<file path="src/rtl/seg7_scan.sv">
// Four-digit multiplexed common-anode seven-segment driver with per-frame input snapshot.
// Optional leading-zero blanking is enabled by defining SEG7_LZ_BLANK_EN.
module seg7_scan #(
    parameter int unsigned SCAN_DIV = 12500
) (
    input  logic       sysclk,
    input  logic       rst,
    input  logic [3:0] freq0,
    input  logic [3:0] freq1,
    input  logic [3:0] freq2,
    input  logic [3:0] freq3,
    input  logic       rangedisp,
    output logic [3:0] an,
    output logic [6:0] seg,
    output logic       dp
);
    localparam logic [15:0] LAST = 16'(SCAN_DIV - 1);

    logic [15:0]      pcnt_q, pcnt_d;
    logic [1:0]       idx_q, idx_d;
    logic [3:0][3:0]  snap_q, snap_d;
    logic             srange_q, srange_d;
    logic [3:0]       an_q, an_d;
    logic [6:0]       seg_q, seg_d;
    logic             dp_q, dp_d;
    logic             tick, blank;

    function automatic logic [6:0] dec(input logic [3:0] v);
        case (v)
            4'd0:    dec = 7'b1000000;
            4'd1:    dec = 7'b1111001;
            4'd2:    dec = 7'b0100100;
            4'd3:    dec = 7'b0110000;
            4'd4:    dec = 7'b0011001;
            4'd5:    dec = 7'b0010010;
            4'd6:    dec = 7'b0000010;
            4'd7:    dec = 7'b1111000;
            4'd8:    dec = 7'b0000000;
            4'd9:    dec = 7'b0010000;
            default: dec = 7'b0111111;
        endcase
    endfunction

    always_comb begin
        tick     = (pcnt_q == LAST);
        pcnt_d   = tick ? 16'd0 : pcnt_q + 16'd1;
        idx_d    = tick ? idx_q + 2'd1 : idx_q;
        snap_d   = snap_q;
        srange_d = srange_q;
        // Frame start: the slot about to be shown must already see the new snapshot.
        if (tick && idx_q == 2'd3) begin
            snap_d   = {freq3, freq2, freq1, freq0};
            srange_d = rangedisp;
        end
`ifdef SEG7_LZ_BLANK_EN
        case (idx_d)
            2'd3:    blank = (snap_d[3] == 4'd0);
            2'd2:    blank = (snap_d[3] == 4'd0) && (snap_d[2] == 4'd0) && !srange_d;
            2'd1:    blank = (snap_d[3] == 4'd0) && (snap_d[2] == 4'd0) &&
                             (snap_d[1] == 4'd0) && !srange_d;
            default: blank = 1'b0;
        endcase
`else
        blank = 1'b0;
`endif
        an_d  = ~(4'b0001 << idx_d);
        seg_d = blank ? 7'b1111111 : dec(snap_d[idx_d]);
        dp_d  = !(idx_d == 2'd2 && srange_d);
    end

    always_ff @(posedge sysclk or posedge rst) begin
        if (rst) begin
            pcnt_q   <= 16'd0;
            idx_q    <= 2'd3;
            snap_q   <= '0;
            srange_q <= 1'b0;
            an_q     <= 4'b1111;
            seg_q    <= 7'b1111111;
            dp_q     <= 1'b1;
        end else begin
            pcnt_q   <= pcnt_d;
            idx_q    <= idx_d;
            snap_q   <= snap_d;
            srange_q <= srange_d;
            if (tick) begin
                an_q  <= an_d;
                seg_q <= seg_d;
                dp_q  <= dp_d;
            end
        end
    end

    assign an  = an_q;
    assign seg = seg_q;
    assign dp  = dp_q;
endmodule

</file>
<file path="config.mk">
export PLATFORM = sky130hd
export DESIGN_NAME = seg7_scan
export DESIGN_NICKNAME = d
export VERILOG_FILES = /design/src/rtl/seg7_scan.sv
export SDC_FILE = /design/constraint.sdc
export NUM_CORES = 1
export LEC_CHECK = 0
export BUFFER_PORTS_ARGS = -buffer_cell sky130_fd_sc_hd__buf_2
export CORE_AREA = 3 3 74 76
export DETAILED_ROUTE_END_ITERATION = 8
export DIE_AREA = 0 0 77 79
export PLACE_DENSITY_LB_ADDON = 0.3
export SLEW_MARGIN = 20
export SYNTH_ARGS = -nofsm -noshare
export SYNTH_HDL_FRONTEND = slang
export SYNTH_SLANG_ARGS = --single-unit
</file>
<file path="constraint.sdc">
create_clock -name sysclk -period 3.2 [get_ports sysclk]
set_input_delay 0 -clock sysclk [delete_from_list [all_inputs] [get_ports sysclk]]
set_output_delay 0 -clock sysclk [all_outputs]
set_load 0.01 [all_outputs]
</file>
* Word-level counts from Yosys, hierarchy flattened *
Memories as Yosys holds them, arrays and structs flattened. A register that Yosys moved wholly into a read port is not among the register bits.
Cells that the tools add are included.

operators by class
  add/sub/neg operators = 2
  magnitude comparators = 1
  equality and inequality tests = 3
  shift operators = 1
  mux-type cells = 6
  bitwise operators = 1
  reductions and logical operators = 3

operators with widths
  kind                                                         count
  two-way mux 16 bit                                           2
  adder 16 x 1 -> 16 bit (second input constant)               1
  == test 16 x 14 -> 1 bit (second input constant)             1
  binary-select mux 4 bit (select 2 bit)                       1
  == test 2 bit (second input constant)                        2
  two-way mux 4 bit                                            1
  inverter 4 bit                                               1
  left shift 1 x 2 -> 4 bit (first input constant)             1
  less-than comparator 2 x 3 -> 1 bit (second input constant)  1
  adder 2 x 1 -> 2 bit (second input constant)                 1
  logical AND 1 bit                                            2
  two-way mux 2 bit                                            1
  logical NOT 1 bit                                            1
  two-way mux 1 bit                                            1

storage, ports and cells
  register bits = 40
  ROM bits = 112
  output and inout port bits = 12
  word-level logic and storage cells = 27
  memories = 1

memory list
  memory            depth  bits a word  read ports  clocked after Yosys merged registers in  wr ports  RTL line  source
  (name not given)  16     7            1           1                                        0         29        case (v)

* Depth between registers and ports, before layout *
Gate-level depths: netlist of run 1.

  depth after elaboration = 5
  depth in mapped cells = 14
  depth with buffers taken out = 13

* Worst setup path after synthesis of run 1 *
OpenSTA, ideal clock, no wires.

  kind = reg2reg
  start point = register pcnt_q[3]
  end point = register seg_q[2], in the netlist seg[2]
  library setup time = 77 ps
  data arrival time = 3205 ps
  data required time = 3123 ps
  path slack = -82 ps
  cell stages (with the launch flop) = 12
  cells stage by stage = dfrtp_1 -> or4b_2 -> nor4_1 -> clkbuf_1 -> xnor2_1 -> mux2_2 -> nand2_1 -> and2_1 -> ha_1 -> inv_1 -> or3_1 -> a31oi_1

between the ends
  longest elaborated chain between the ends = 5

RTL lines
  item                                     RTL line  source
  from (decl)                              19        logic [15:0] pcnt_q, pcnt_d;
  from (signal assigned)                   81        pcnt_q <= pcnt_d;
  == test 16 x 14 -> 1 bit (*)             45        tick = (pcnt_q == LAST);
  logical AND 1 bit                        51        if (tick && idx_q == 2'd3) begin
  two-way mux 16 bit                       51
  binary-select mux 4 bit (select 2 bit)   67        seg_d = blank ? 7'b1111111 : dec(snap_d[idx_d]);
  two-way mux 4 bit (not written as such)  67
  to (decl)                                24        logic [6:0] seg_q, seg_d;

Mark *: on every way between the ends. The rest lies on a longest branch, timed or not. The select of a mux whose other input is x is not followed.
A chain may end at the register's enable or synchronous reset.

* Worst setup path after layout of run 1 *
  start point = register pcnt_q[3]
  end point = register seg_q[0], in the netlist seg[0]

Same word-level chain as after synthesis.

==> results of run 1 <==
-- per-layer routing --
metal,share of wire [%],vias to the layer above,wire length [um],track usage [%]
li1,-,930,-,-
met3,2.7,8,143,3.63
met2,51,34,2700,33.4
met5,0,-,0,0
met1,45,923,2350,23.0
met4,1.5,0,78,6.76
-- through the flow --
step	utilization (%)	cell area (um^2)	std cells	total power, mW	hold WS [ns]
after floorplan	-	2540	224	0.667	0.151
after global placement	60.2	2880	330	0.692	0.245
after detailed placement	60.2	2880	330	0.694	0.249
after CTS	66.4	3180	356	1.14	0.456
after global routing	67.7	3240	359	1.18	0.485
final	67.7	3240	359	1.13	0.468
-- cell usage in the layout (no fill, tap or decap), types with 2 or more instances in the layout --
cell type,instances
or4_1,2
clkbuf_1,2
buf_2,30
inv_1,5
a21oi_1,5
mux4_2,6
and3_1,3
o21ai_0,5
inv_2,2
dfstp_2,14
nand3b_1,2
ha_1,8
mux2_2,23
clkbuf_8,5
nand2_1,22
buf_4,20
dlygate4sd3_1,18
a31oi_1,5
a211o_1,2
dfrtp_1,33
nand4_1,3
xor2_1,7
nor2_1,19
mux2i_1,11
xnor2_1,6
o211ai_1,2
nand3_1,7
-- power breakdown --
group	internal, mW	total [mW]	switching (mW)
sequential	0.605	0.611	0.00606
combinational	0.0493	0.0895	0.0402
clock	0.234	0.425	0.191
total	0.888	1.13	0.237
-- critical path: stages (launching register included) --
cell and delay (ns):
dfrtp_1 0.39, buf_4 0.15, or4_1 0.56, or4_4 0.57
buf_4 0.22, mux2i_1 0.16, mux2i_1 0.48, or2_4 0.24
a21oi_1 0.04, a211o_1 0.23
-- final timing paths --
kind | to | slack, ns | depth (start not counted)
max in group asynchronous | pcnt_q[14]$_DFF_PP0_ | 2.14 | 3
setup reg to reg | seg[0]$_DFFE_PP1N_ | 0.10 | 9
hold / removal | snap_q[14]$_DFF_PP0_ | 0.47 | 3
hold reg to reg | seg[1]$_DFFE_PP1N_ | 0.48 | 2
min in group sysclk | snap_q[10]$_DFF_PP0_ | 0.47 | 3
setup / recovery | seg[0]$_DFFE_PP1N_ | 0.10 | 9
-- kinds of logic after synthesis --
group | after synthesis
muxes | 42
xor gates and xnor gates | 14
adders and majority gates | 8
and+or+nand+nor | 72
AOI/OAI and AO/OA | 25
buffers and inverters | 16
DFF | 47
-- cell type report --
| class | instances | area (um^2) |
|---|---|---|
| fill | 378 | 1550 |
| multi-input combinational | 161 | 1340 |
| sequential | 47 | 1190 |
| timing repair buffer | 69 | 492 |
| tap | 67 | 83.8 |
| clock buffer | 7 | 76.3 |
| clock inverter | 1 | 30.0 |
| inverter | 7 | 26.3 |
-- state kept, by name (all words and copies together) (netlist names) --
signal and cells:
srange_q 1, pcnt_q 16, snap_q 16, seg 7, dp 1, an 4, idx_q 2
-- repair_timing --
action / 4_1_cts / 5_1_grt
endpoints found under the hold margin: 51 / 0
hold buffers: 18 / 0
pin swaps: 0 / 2
setup endpoints to repair: 1 / 6
buffers inserted: 0 / 3
gates resized for setup: 1 / 10
==> results.py, run 1 <==
metrics = {
    "run_status": {
        "status": "finished, final reports clean",
    },
    "layout": {
        "syn_to_final_growth_pct": 27.4,
        "layout.nets": 318,
        "layout-drive-gt1-share_pct": 39.0,
        "diodes": 0,
    },
    "drt": {
        "dr.pass1.iters": 4,
        "post_drt_via_cell_ratio": 5.28,
        "num_vias": 1895,
        "wl_per_cell_um": 14.7,
        "first_iter_violations": 126,
        "drc": 0,
        "ant_nets": 0,
        "wirelength_um": 5280,
    },
    "clock_tree": {
        "path_clk_slew_ns": 0.09,
        "cts_tree": "built",
        "insertion_delay_ns": 0.30,
        "root_buffer": "clkbuf_8",
        "clockBufferDepth": 2,
        "ctsHtreeMaxLevel": 2,
        "cts_buffers": 5,
        "cts.sink_count": 47,
    },
    "synthesis": {
        "yosysSeqAreaShare_pct": 46.9,
        "synthTopCellsByArea": "dfrtp_1 32%, dfstp_2 14%, mux2_2 11%",
        "synth_top_area_share_pct": 32.5,
        "mappedNetlistArea_um2": 2540,
        "synth_xor_area_share_pct": 4.82,
        "synthMuxAreaShare_pct": 21.2,
        "synthSimpleGateAreaFrac_pct": 14.1,
        "ys_types": 40,
        "yosys-top-cells-count": "33 x dfrtp_1, 24 x mux2_2, 23 x nand2_1",
        "synth_edf_count": 0,
        "ys_ff_latch": 47,
        "async_reset_ff_share_pct": 100,
        "postSynthAreaPerCell_um2": 11.4,
        "synth_top_area_cell": "dfrtp_1",
        "yosysWarnings": 0,
        "synth_compound_area_share_pct": 6.40,
        "syn_inst": 224,
        "synth_fp_nets": 251,
        "synthAdderAreaFrac_pct": 3.94,
        "synth_flop_cell": "dfrtp_1",
        "synth_top_family_by_area": "multiplexers",
        "synth.most_common_cell": "dfrtp_1",
    },
    "setup_path": {
        "critPathLaunchType": "register",
        "crit_arrival_ns": 3.33,
        "r2r_start": "pcnt_q[3]$_DFF_PP0_",
        "crit_start": "pcnt_q[3]$_DFF_PP0_",
        "crit_fanout": 14,
        "crit_path_end_kind": "register",
        "critical_path_class": "reg -> reg",
        "cp.required_ns": 3.43,
    },
    "placed_design": {
        "dpl.hpwl_um": 3710,
        "place_congestion": 0.876,
        "place_ws_ns": 0.0308,
        "port_buffers": 30,
    },
    "die": {
        "core_um2": 4790,
        "die_h_um": 79,
        "die_area_um2": 6080,
        "floorplan.initialDensity_pct": 53.1,
        "die_width_um": 77,
        "io-pin-count": 31,
        "fp-row-count": 25,
    },
    "sta": {
        "finalHoldViolCount": 0,
        "setup_viol": 0,
        "fin_crit_ns": 3.10,
        "fin_skew_ns": 0.0102,
        "rsz0062_at_grt": "yes",
        "worst_slack_ns": 0.101,
        "maxSlewHeadroom_pct": 36.2,
        "maxSlewViolCount": 0,
        "fin_tns_setup_ns": 0,
        "worstMarginPinSlew_ns": 0.956,
        "post-route-period-util_pct": 96.8,
        "fmax_mhz": 323,
    },
    "global_route": {
        "grt_usage_pct": 18.9,
        "gr-total-overflow": 0,
        "grt_pass1_vias": 1938,
        "antenna_found_initial": 0,
        "grt_max_degree": 48,
        "grt_pass1_wl_um": 9020,
    },
    "pwr": {
        "ir_drop_v": 0.000316,
        "p_per_area_nw_per_um2": 348,
        "static-leakage-power_nw": 1.50,
    },
    "worst_hold_path": {
        "hold_class": "in -> async",
    },
    "job": {
        "drv_cap": 0,
    },
}
(Power assumes the default switching activity.)
==> inputs of run 2 (changes only) <==
Settings changed: CELL_PAD_IN_SITES_DETAIL_PLACEMENT set to 1, CELL_PAD_IN_SITES_GLOBAL_PLACEMENT set to 1, CORE_AREA 3 3 74 76 to 3 3 82 84, DIE_AREA 0 0 77 79 to 0 0 85 87.
==> run 2 against run 1 <==
Via count up 4.2%. Critical path depth up 2. Design area up 1.4%. Non-clock buffer count up 3. Register-to-register slack worse by 0.06 ns. Total power down 3.0%. Flip-flop and latch count unchanged. Clock-buffer cell count unchanged. Cell count up 3.1%. Die area up 22%. Critical path type unchanged.
==> results.py, run 2 (synthesis gave the netlist of run 1 again) <==
metrics = {
    "global_route": {
        "grt_max_degree": 48,
        "gr-total-overflow": 0,
        "grt_pass1_vias": 2097,
        "grt_pass1_wl_um": 10500,
        "antenna_found_initial": 0,
        "grt_usage_pct": 18.1,
    },
    "setup_path": {
        "critical_path_class": "reg -> reg",
        "crit_fanout": 7,
        "cp.required_ns": 3.43,
        "crit_start": "pcnt_q[3]$_DFF_PP0_",
        "r2r_slack_ns": 0.04,
        "r2r_end": "seg[2]$_DFFE_PP1N_",
        "crit_arrival_ns": 3.39,
        "r2r_start": "pcnt_q[3]$_DFF_PP0_",
        "reg2reg_depth": 11,
        "critPathLaunchType": "register",
        "crit_path_end_kind": "register",
        "setup.worst_path.end": "seg[2]$_DFFE_PP1N_",
    },
    "clock_tree": {
        "path_clk_slew_ns": 0.09,
        "cts.sink_count": 47,
        "clockBufferDepth": 2,
        "ctsHtreeMaxLevel": 2,
        "insertion_delay_ns": 0.31,
        "cts_buffers": 5,
        "cts_tree": "built",
        "root_buffer": "clkbuf_8",
    },
    "sta": {
        "post-route-period-util_pct": 98.6,
        "fmax_mhz": 317,
        "setup_viol": 0,
        "worst_slack_ns": 0.0445,
        "finalHoldViolCount": 0,
        "maxSlewViolCount": 0,
        "worstMarginPinSlew_ns": 1.00,
        "fin_skew_ns": 0.00837,
        "maxSlewHeadroom_pct": 33.1,
        "fin_crit_ns": 3.16,
    },
    "layout": {
        "final_cell_mix": "33 x dfrtp_1, 30 x buf_2, 24 x buf_4",
        "design_area_um2": 3280,
        "layout.nets": 321,
        "syn_to_final_growth_pct": 29.1,
        "fillers": 643,
        "layout-drive-gt1-share_pct": 42.4,
        "diodes": 0,
        "mostFrequentLayoutCell": "dfrtp_1",
    },
    "pwr": {
        "ir_drop_v": 0.000199,
        "static-leakage-power_nw": 1.50,
        "p_per_area_nw_per_um2": 333,
        "p_total_mw": 1.09,
    },
    "drt": {
        "num_vias": 1975,
        "first_iter_violations": 63,
        "post_drt_via_cell_ratio": 5.34,
        "ant_nets": 0,
        "dr.pass1.iters": 5,
        "drc": 0,
        "wl_per_cell_um": 17.4,
        "wirelength_um": 6430,
    },
    "die": {
        "io-pin-count": 31,
        "core_um2": 5990,
        "die_width_um": 85,
        "fp-row-count": 28,
        "die_area_um2": 7400,
        "floorplan.initialDensity_pct": 42.4,
        "die_h_um": 87,
    },
    "placed_design": {
        "place_ws_ns": -0.0555,
        "postPlaceCellArea_um2": 2920,
        "place_congestion": 0.847,
        "port_buffers": 30,
        "dpl.hpwl_um": 4330,
    },
    "worst_hold_path": {
        "hold_class": "in -> async",
    },
    "run_status": {
        "status": "finished, final reports clean",
    },
    "job": {
        "drv_cap": 0,
    },
}
## run 2: where the power goes
group	switching (mW)	total [mW]	internal (mW)
clock network	0.208	0.382	0.174
registers	0.00702	0.612	0.605
logic	0.0454	0.0978	0.0524
total	0.260	1.09	0.831
## run 2: per-stage QoR
| step | utilization [%] | hold WS, ns | instances | TNS [ns] |
|---|---|---|---|---|
| floorplan | - | 0.151 | 224 | 0 |
| global placement | 48.7 | 0.246 | 341 | 0 |
| detailed placement | 48.7 | 0.252 | 341 | -0.0718 |
| CTS | 53.8 | 0.460 | 368 | 0 |
| global route | 54.8 | 0.479 | 370 | -0.0694 |
| finish | 54.8 | 0.465 | 370 | 0 |
## run 2: worst min-delay path by stage
stage / from / to / slack [ns] / depth (start not counted)
final: rst / snap_q[2]$_DFF_PP0_ / 0.46 / 3
after CTS: freq0[1] / snap_q[1]$_DFF_PP0_ / 0.46 / 3
after global routing: freq1[2] / snap_q[6]$_DFF_PP0_ / 0.48 / 3
after global placement: freq0[1] / snap_q[1]$_DFF_PP0_ / 0.25 / 2
after detailed placement: freq0[1] / snap_q[1]$_DFF_PP0_ / 0.25 / 2
after floorplan: freq2[2] / snap_q[10]$_DFF_PP0_ / 0.15 / 1
## run 2: cell type report
type | instances | area, um^2 | share of cell area [%]
tap | 75 | 93.8 | 2.86
clock inverter | 1 | 3.75 | 0.114
clock buffer | 7 | 86.3 | 2.63
multi-input combinational | 161 | 1370 | 41.7
inverter | 7 | 26.3 | 0.800
timing repair buffer | 72 | 510 | 15.5
sequential | 47 | 1190 | 36.4
## run 2: routing by layer
metal	track usage, %	part of all wire (%)	wire length [um]
met5	0	0	0
met4	4.89	1.4	91
met3	3.41	2.8	183
met2	31.2	52	3340
met1	23.4	44	2820
## run 2: worst max-delay path: stages (launching register included)
cell and delay (ns):
dfrtp_1 0.40, buf_4 0.16, or4_4 0.55, or4_4 0.59
mux2i_4 0.32, inv_1 0.11, nand2_1 0.09, and2_4 0.16
ha_1 0.13, inv_1 0.04, or3_1 0.36, a31oi_1 0.17
## run 2: what timing repair did
| action | 4_1_cts | 5_1_grt |
|---|---|---|
| buffers inserted | 1 | 2 |
| resized for setup | 8 | 10 |
| pin swaps | 0 | 3 |
| endpoints found under the hold margin | 50 | 0 |
| endpoints found under the setup margin | 4 | 6 |
| hold buffers | 18 | 0 |
